===== config.mk =====
export PLATFORM = sky130hd
export DESIGN_NAME = qtcore_scan_loader
export DESIGN_NICKNAME = d
export VERILOG_FILES = /design/src/rtl/qtcore_scan_loader.sv
export SDC_FILE = /design/constraint.sdc
export NUM_CORES = 1
export LEC_CHECK = 0
export ABC_AREA = 1
export CAP_MARGIN = 40
export CORE_MARGIN = 1.5
export CORE_UTILIZATION = 45
export DETAILED_ROUTE_END_ITERATION = 10
export PLACE_DENSITY = 0.74
export SETUP_SLACK_MARGIN = 0.4
export SKIP_CTS_REPAIR_TIMING = 1
export SLEW_MARGIN = 20
export SYNTH_ARGS = -nofsm -noshare
export SYNTH_HDL_FRONTEND = slang
export SYNTH_SLANG_ARGS = --single-unit

===== constraint.sdc =====
create_clock -name clk_in -period 3.1 [get_ports clk_in]
set_input_delay 0.62 -clock clk_in [delete_from_list [all_inputs] [get_ports clk_in]]
set_output_delay 0.62 -clock clk_in [all_outputs]
set_load 0.01 [all_outputs]

===== src/rtl/qtcore_scan_loader.sv =====
// Scan-chain host for the qtcore A1: loads a chain image from a byte stream, shifts it through
// the core while capturing the old contents, then streams the capture back. Option: QTCORE_SCAN_RUN_EN.
module qtcore_scan_loader #(
   parameter int SCAN_CHAIN_SIZE = 160,
   parameter int MAX_RUN_CYCLES  = 256
) (
   input  logic       clk_in,
   input  logic       rst_n_in,
   input  logic       start_in,
   input  logic [7:0] byte_in,
   input  logic       byte_valid_in,
   output logic       byte_ready_out,
   output logic [7:0] byte_out,
   output logic       byte_valid_out,
   input  logic       byte_ready_in,
   output logic       scan_enable_out,
   output logic       scan_data_out,
   input  logic       scan_data_in,
   output logic       proc_en_out,
   output logic       busy_out,
   output logic       done_out,
   output logic [8:0] run_cycles_out,
   output logic       timeout_out
);

   localparam int N      = SCAN_CHAIN_SIZE;
   localparam int NBYTES = N / 8;
   localparam int BYTE_W = $clog2(NBYTES + 1);
   localparam int BIT_W  = $clog2(N + 1);
   localparam logic [BYTE_W-1:0] LAST_BYTE = BYTE_W'(NBYTES - 1);
   localparam logic [BIT_W-1:0]  LAST_BIT  = BIT_W'(N - 1);
   localparam logic [8:0]        RUN_LIMIT = 9'(MAX_RUN_CYCLES);

   typedef enum logic [2:0] {
      S_IDLE, S_LOAD, S_SHIFT, S_GAP, S_RUN, S_SHIFT2, S_GAP2, S_UNLOAD
   } state_t;

   state_t            state_reg, state_next;
   logic [N-1:0]      shift_reg, shift_next;
   logic [BYTE_W-1:0] byte_cnt_reg, byte_cnt_next;
   logic [BIT_W-1:0]  bit_cnt_reg, bit_cnt_next;
   logic [8:0]        run_cnt_reg, run_cnt_next;
   logic              timeout_reg, timeout_next;
   logic              done_reg, done_next;
   logic [8:0]        run_inc;

   always_ff @(posedge clk_in or negedge rst_n_in) begin
      if (!rst_n_in) begin
         state_reg    <= S_IDLE;
         shift_reg    <= '0;
         byte_cnt_reg <= '0;
         bit_cnt_reg  <= '0;
         run_cnt_reg  <= '0;
         timeout_reg  <= 1'b0;
         done_reg     <= 1'b0;
      end else begin
         state_reg    <= state_next;
         shift_reg    <= shift_next;
         byte_cnt_reg <= byte_cnt_next;
         bit_cnt_reg  <= bit_cnt_next;
         run_cnt_reg  <= run_cnt_next;
         timeout_reg  <= timeout_next;
         done_reg     <= done_next;
      end
   end

   always_comb begin
      state_next      = state_reg;
      shift_next      = shift_reg;
      byte_cnt_next   = byte_cnt_reg;
      bit_cnt_next    = bit_cnt_reg;
      run_cnt_next    = run_cnt_reg;
      timeout_next    = timeout_reg;
      done_next       = 1'b0;
      byte_ready_out  = 1'b0;
      byte_valid_out  = 1'b0;
      byte_out        = 8'h00;
      scan_enable_out = 1'b0;
      scan_data_out   = 1'b0;
      proc_en_out     = 1'b0;
      run_inc         = run_cnt_reg + 9'd1;

      case (state_reg)
         S_IDLE: begin
            if (start_in) begin
               state_next    = S_LOAD;
               byte_cnt_next = '0;
               run_cnt_next  = '0;
               timeout_next  = 1'b0;
            end
         end
         S_LOAD: begin
            byte_ready_out = 1'b1;
            if (byte_valid_in) begin
               shift_next = {shift_reg[N-9:0], byte_in};
               if (byte_cnt_reg == LAST_BYTE) begin
                  byte_cnt_next = '0;
                  state_next    = S_SHIFT;
               end else begin
                  byte_cnt_next = byte_cnt_reg + 1'b1;
               end
            end
         end
         // Both scan passes capture the core's outgoing MSB; only the first drives the image in.
         S_SHIFT, S_SHIFT2: begin
            scan_enable_out = 1'b1;
            scan_data_out   = (state_reg == S_SHIFT) ? shift_reg[N-1] : 1'b0;
            shift_next      = {shift_reg[N-2:0], scan_data_in};
            if (bit_cnt_reg == LAST_BIT) begin
               bit_cnt_next = '0;
               state_next   = (state_reg == S_SHIFT) ? S_GAP : S_GAP2;
            end else begin
               bit_cnt_next = bit_cnt_reg + 1'b1;
            end
         end
         S_GAP: begin
`ifdef QTCORE_SCAN_RUN_EN
            state_next = S_RUN;
`else
            state_next = S_UNLOAD;
`endif
         end
         // Outside scanning, scan_data_in is the core's halt flag; halts in the first 3 cycles are ignored.
         S_RUN: begin
            proc_en_out  = 1'b1;
            run_cnt_next = run_inc;
            if (run_inc >= 9'd4 && scan_data_in) begin
               state_next = S_SHIFT2;
            end else if (run_inc == RUN_LIMIT) begin
               timeout_next = 1'b1;
               state_next   = S_SHIFT2;
            end
         end
         S_GAP2: begin
            state_next = S_UNLOAD;
         end
         S_UNLOAD: begin
            byte_valid_out = 1'b1;
            byte_out       = shift_reg[N-1 -: 8];
            if (byte_ready_in) begin
               shift_next = {shift_reg[N-9:0], 8'h00};
               if (byte_cnt_reg == LAST_BYTE) begin
                  byte_cnt_next = '0;
                  done_next     = 1'b1;
                  state_next    = S_IDLE;
               end else begin
                  byte_cnt_next = byte_cnt_reg + 1'b1;
               end
            end
         end
         default: begin
            state_next = S_IDLE;
         end
      endcase
   end

   assign busy_out       = (state_reg != S_IDLE);
   assign done_out       = done_reg;
   assign run_cycles_out = run_cnt_reg;
   assign timeout_out    = timeout_reg;

endmodule


==> qor.yml, run 1 <==
dieArea_mm2: 0.0206
io_pins: 39
syn-num-nets: 1108
drtPass1Iterations: 5
avgViaCountPerCell: 5.38
hpwl_mm: 11.3
r2r_end: "bit_cnt_reg[7]$_DFFE_PN0N_"
r2r_cells: 8
start_util_pct: 45.8
io_buffers: 38
avgSynthCellArea_um2: 8.15
pre_cts_ws_ns: 0.739
yosysSeqAreaShare_pct: 52.7
worstSetupStartpointType: "flop"
cts_inserted_buffers: 17
cp-end-kind: "output pin"
period_minus_slack_ns: 2.61
ys_ff_latch: 187
fmax_ghz: 0.384
cts_num_sinks: 187
yosys_warnings: 0
holdWs_ns: 0.181
worstMarginPinSlew_ns: 0.713
routabilityCongestion: 0.841
clock_path_buffers: 2
crit_fanout: 18
final_common_cell: "a21oi_1"
final_hold_viol_count: 0
rsz0062_at_grt: "no"
area_growth_pct: 12.8
overflow: 0
crit_type: "flop to output pin"
critPathArrivalTime_ns: 1.99
drive_gt1_share_pct: 6.99
diodes: 0
ant_nets: 0
finalCritPeriodShare_pct: 84.1
drt_iter0_markers: 604
syn_inst: 1091
largest_register_ffs: 160
dp.cells: 1335
grt_max_degree: 164
status: "finished, final reports clean"
r2r_start: "state_reg[2]$_DFFE_PN0P_"
finalSetupViolCount: 0
slew_headroom_pct: 52.5
cts_tree: "yes"
grt_pass1_wl_mm: 33.4
grt_pass1_vias: 7011
htreeDepth: 4
core_mm2: 0.0194
maxCapViolations: 0
grt_antenna_before_repair: 0
num_vias: 7359
clkTransAtPathRegs_ns: 0.07
die_h_um: 144
regToRegSetupSlack_ns: 0.98
cts_root_buf: "clkbuf_16"
rows: 51
nNetsFinal: 1107
cp.required_ns: 2.48
maxSlewViolCount: 0
hold_path.class: "input pin to asynchronous set/reset pin"
async_flop_share_pct: 100
clock_latency_ns: 0.43
wl_per_cell_um: 14.1
worst_slack_ns: 0.493
ys.flop_type: "dfrtp_1"
track_usage_pct: 19.9
yosys.cell_types.count: 32
synth_edf_count: 0
setup_tns_ns: 0
clock-skew-final_ns: 0.00815
die_w_um: 144
instances_no_fill: 1367
route.detailed.drc: 0
wirelength_mm: 19.3
final_cell_mix: "a21oi_1 (312), nand2_1 (204), nor2_1 (187)"
syn_area_mm2: 0.00889
-- worst max-delay path, stage by stage (launching register included) --
cell and delay (ns):
dfrtp_2 0.45, nand3_2 0.14, buf_6 0.19, nor2_1 0.19, clkdlybuf4s50_1 0.57
-- kinds of logic (layout without fill, tap and decap cells) --
group	after synthesis	after routing	share of synthesized area [%]
xor gates and xnor gates	4	4	0.394
DFF	187	187	52.7
buffers and inverters	114	125	6.63
adders and majority gates	3	3	0.422
AOI/OAI and AO/OA	348	348	20.4
and+or+nand+nor	435	435	19.5
-- Yosys cell counts, types with 6 or more instances --
| cell type | instances | area (µm²) |
|---|---|---|
| nand3_1 | 25 | 125 |
| inv_2 | 6 | 22.5 |
| inv_1 | 34 | 128 |
| buf_6 | 10 | 113 |
| clkbuf_1 | 19 | 71.3 |
| a21oi_1 | 312 | 1560 |
| a21oi_2 | 10 | 87.6 |
| dfrtp_1 | 187 | 4680 |
| o21ai_0 | 9 | 45.0 |
| buf_2 | 25 | 125 |
| buf_4 | 14 | 105 |
| nand2_1 | 204 | 766 |
| nor2_1 | 187 | 702 |
| a22oi_1 | 8 | 60.1 |
-- final cells by class --
type | instances | area [µm²]
clock buffer | 18 | 439
clock inverter | 13 | 191
inverter | 41 | 159
tap | 265 | 332
multi-input combinational | 790 | 3630
sequential | 187 | 4680
fill | 1835 | 9380
timing repair buffer | 53 | 583
-- metrics by stage --
stage,utilization [%],cell area (µm²)
4_1_cts,51.5,10000
6_report,51.7,10000
3_5_place_dp,48.3,9370
2_1_floorplan,-,8890
5_1_grt,51.7,10000
3_3_place_gp,48.1,9340
-- per-layer routing --
layer | vias to the layer above | part of all wire [%] | global-route usage (%)
li1 | 3609 | - | -
met1 | 3607 | 47 | 28.1
met2 | 127 | 48 | 31.5
met3 | 16 | 4.0 | 3.67
met4 | 0 | 1.0 | 5.64
met5 | - | 0 | 0
-- how the worst max path moves through the flow --
stage | startpoint | end | slack, ns | cells past startpoint
after floorplan | state_reg[0]$_DFFE_PN0P_ | byte_valid_out | 1.20 | 5
after global placement | state_reg[0]$_DFFE_PN0P_ | byte_out[1] | 0.78 | 4
after detailed placement | byte_ready_in | shift_reg[0]$_DFFE_PN0P_ | 0.74 | 8
after CTS | state_reg[0]$_DFFE_PN0P_ | byte_out[1] | 0.27 | 4
after global routing | state_reg[1]$_DFFE_PN0P_ | proc_en_out | 0.43 | 4
final | state_reg[1]$_DFFE_PN0P_ | byte_out[1] | 0.49 | 4
Power of run 1 is left out: the tool's default activity adds up to more than one toggle a clock period on the data nets, which glitch-free logic cannot reach.
==> run 2, diff against run 1 <==
PLACE_DENSITY = 0.77   (was 0.74)
clock period = 2.2 ns   (was 3.1 ns; I/O delays follow)
==> run 2 against run 1 <==
Compared with the run above: first-iteration DRC count rose by 72%; sequential share of layout area is 8.5 points lower; final cell count is 6.1% higher; critical path depth up 8; register-to-register slack got worse by 0.86 ns; largest cell class unchanged; highest routed layer unchanged.
==> qor.yml, run 2 (same netlist as run 1, synthesis figures left out) <==
clock_path_buffers: 2
period_minus_slack_ns: 2.08
critical_path.startpoint: "state_reg[0]$_DFFE_PN0P_"
maxCapViolations: 0
nNetsFinal: 1189
n_fill_cell: 1394
status: "finished, final reports clean"
start_util_pct: 45.8
use_met2_pct: 32.3
clock_latency_ns: 0.45
rsz0062_at_grt: "yes"
drt_iter0_markers: 1038
r2r_start: "state_reg[0]$_DFFE_PN0P_"
holdWs_ns: 0.0147
busiest_layer: "met2"
rows: 51
pre_cts_ws_ns: 0.0400
critPathTopFamily: "buffers and inverters"
grt_pass1_vias: 7124
regArea_mm2: 0.00469
drtPass1Iterations: 5
core_mm2: 0.0194
slew_headroom_pct: 56.2
final_hold_viol_count: 0
met3_usage_pct: 3.60
finalCritPeriodShare_pct: 94.6
track_usage_pct: 20.0
grt_max_degree: 160
grt_pass1_wl_mm: 33.6
io_pins: 39
hold_path.class: "input pin to asynchronous set/reset pin"
route.detailed.drc: 0
dieArea_mm2: 0.0206
grt_antenna_before_repair: 0
cts_inserted_buffers: 17
r2r_end: "shift_reg[139]$_DFFE_PN0P_"
regToRegSetupSlack_ns: 0.12
routabilityCongestion: 0.806
diodes: 0
cp-end-kind: "flop"
largest_register_ffs: 160
finalSetupViolCount: 0
setup_tns_ns: 0
final_common_cell: "a21oi_1"
wl_per_cell_um: 21.1
critPathBufInv: 6
die_w_um: 144
critPathMaxStageDelay_ns: 0.42
overflow: 0
multiInputGateArea_mm2: 0.00445
wirelength_mm: 30.6
final_cell_mix: "a21oi_1 (207), nand2_1 (196), dfrtp_1 (182)"
num_vias: 8926
htreeDepth: 4
area_growth_pct: 37.8
clock-skew-final_ns: 0.0125
r2r_cells: 12
crit_type: "flop to flop"
die_h_um: 144
worstMarginPinSlew_ns: 0.657
hpwl_mm: 11.4
avgViaCountPerCell: 6.16
drive_gt1_share_pct: 29.4
ant_nets: 0
fmax_ghz: 0.480
cp.required_ns: 2.53
use_met1_pct: 27.6
maxSlewViolCount: 0
cts_num_sinks: 187
cp_cell_sequence: "buf_4, nand3_4, buf_4, nand2_2, inv_4, nand2_8, nand2_8, buf_12, clkinv_16, buf_16, nor2_1, a21oi_1"
crit_fanout: 13
critPathArrivalTime_ns: 2.41
cts_tree: "yes"
worst_slack_ns: 0.119
worstSetupStartpointType: "flop"
clkTransAtPathRegs_ns: 0.08
cp_slowest_cell: "dfrtp_1"
cts_root_buf: "clkbuf_16"
io_buffers: 38
[run 2: cell count changes in the layout (fill, tap and decap cells not counted), sizes merged]
cell           change
inv                +5
buf               +67
clkbuf            +25
clkinvlp           -2
dlymetal6s2s       +1
bufinv             -2
clkinv             +3
clkdlybuf4s50     -14
[run 2: how the worst max path moves through the flow]
stage	cells after the start	slack (ns)	end
floorplan	5	0.48	byte_valid_out
global placement	6	0.09	shift_reg[152]$_DFFE_PN0P_
detailed placement	7	0.04	shift_reg[9]$_DFFE_PN0P_
CTS	4	-0.32	byte_out[3]
global route	13	0.11	shift_reg[123]$_DFFE_PN0P_
finish	12	0.12	shift_reg[139]$_DFFE_PN0P_
[run 2: per-stage QoR]
stage	cell area (µm²)	std cells	util, %
floorplan	8890	1091	-
global placement	9520	1345	49.1
detailed placement	9520	1345	49.1
CTS	10100	1377	52.2
global route	12200	1450	63.1
finish	12200	1450	63.1
[run 2: final cells by class]
type | instances | area share (%)
Sequential cell | 187 | 38.3
Multi-Input combinational cell | 790 | 36.3
Timing Repair Buffer | 133 | 15.9
Clock buffer | 17 | 3.47
Tap cell | 265 | 2.71
Inverter | 41 | 1.70
Clock inverter | 15 | 1.48
Timing Repair inverter | 2 | 0.184
[run 2: layer usage]
layer  up-vias  wire, µm
met5         -         0
li1       3792         -
met3       144      2900
met4         0      1390
met1      4342     11100
met2       648     15200
Power of run 2 is left out for the same reason.
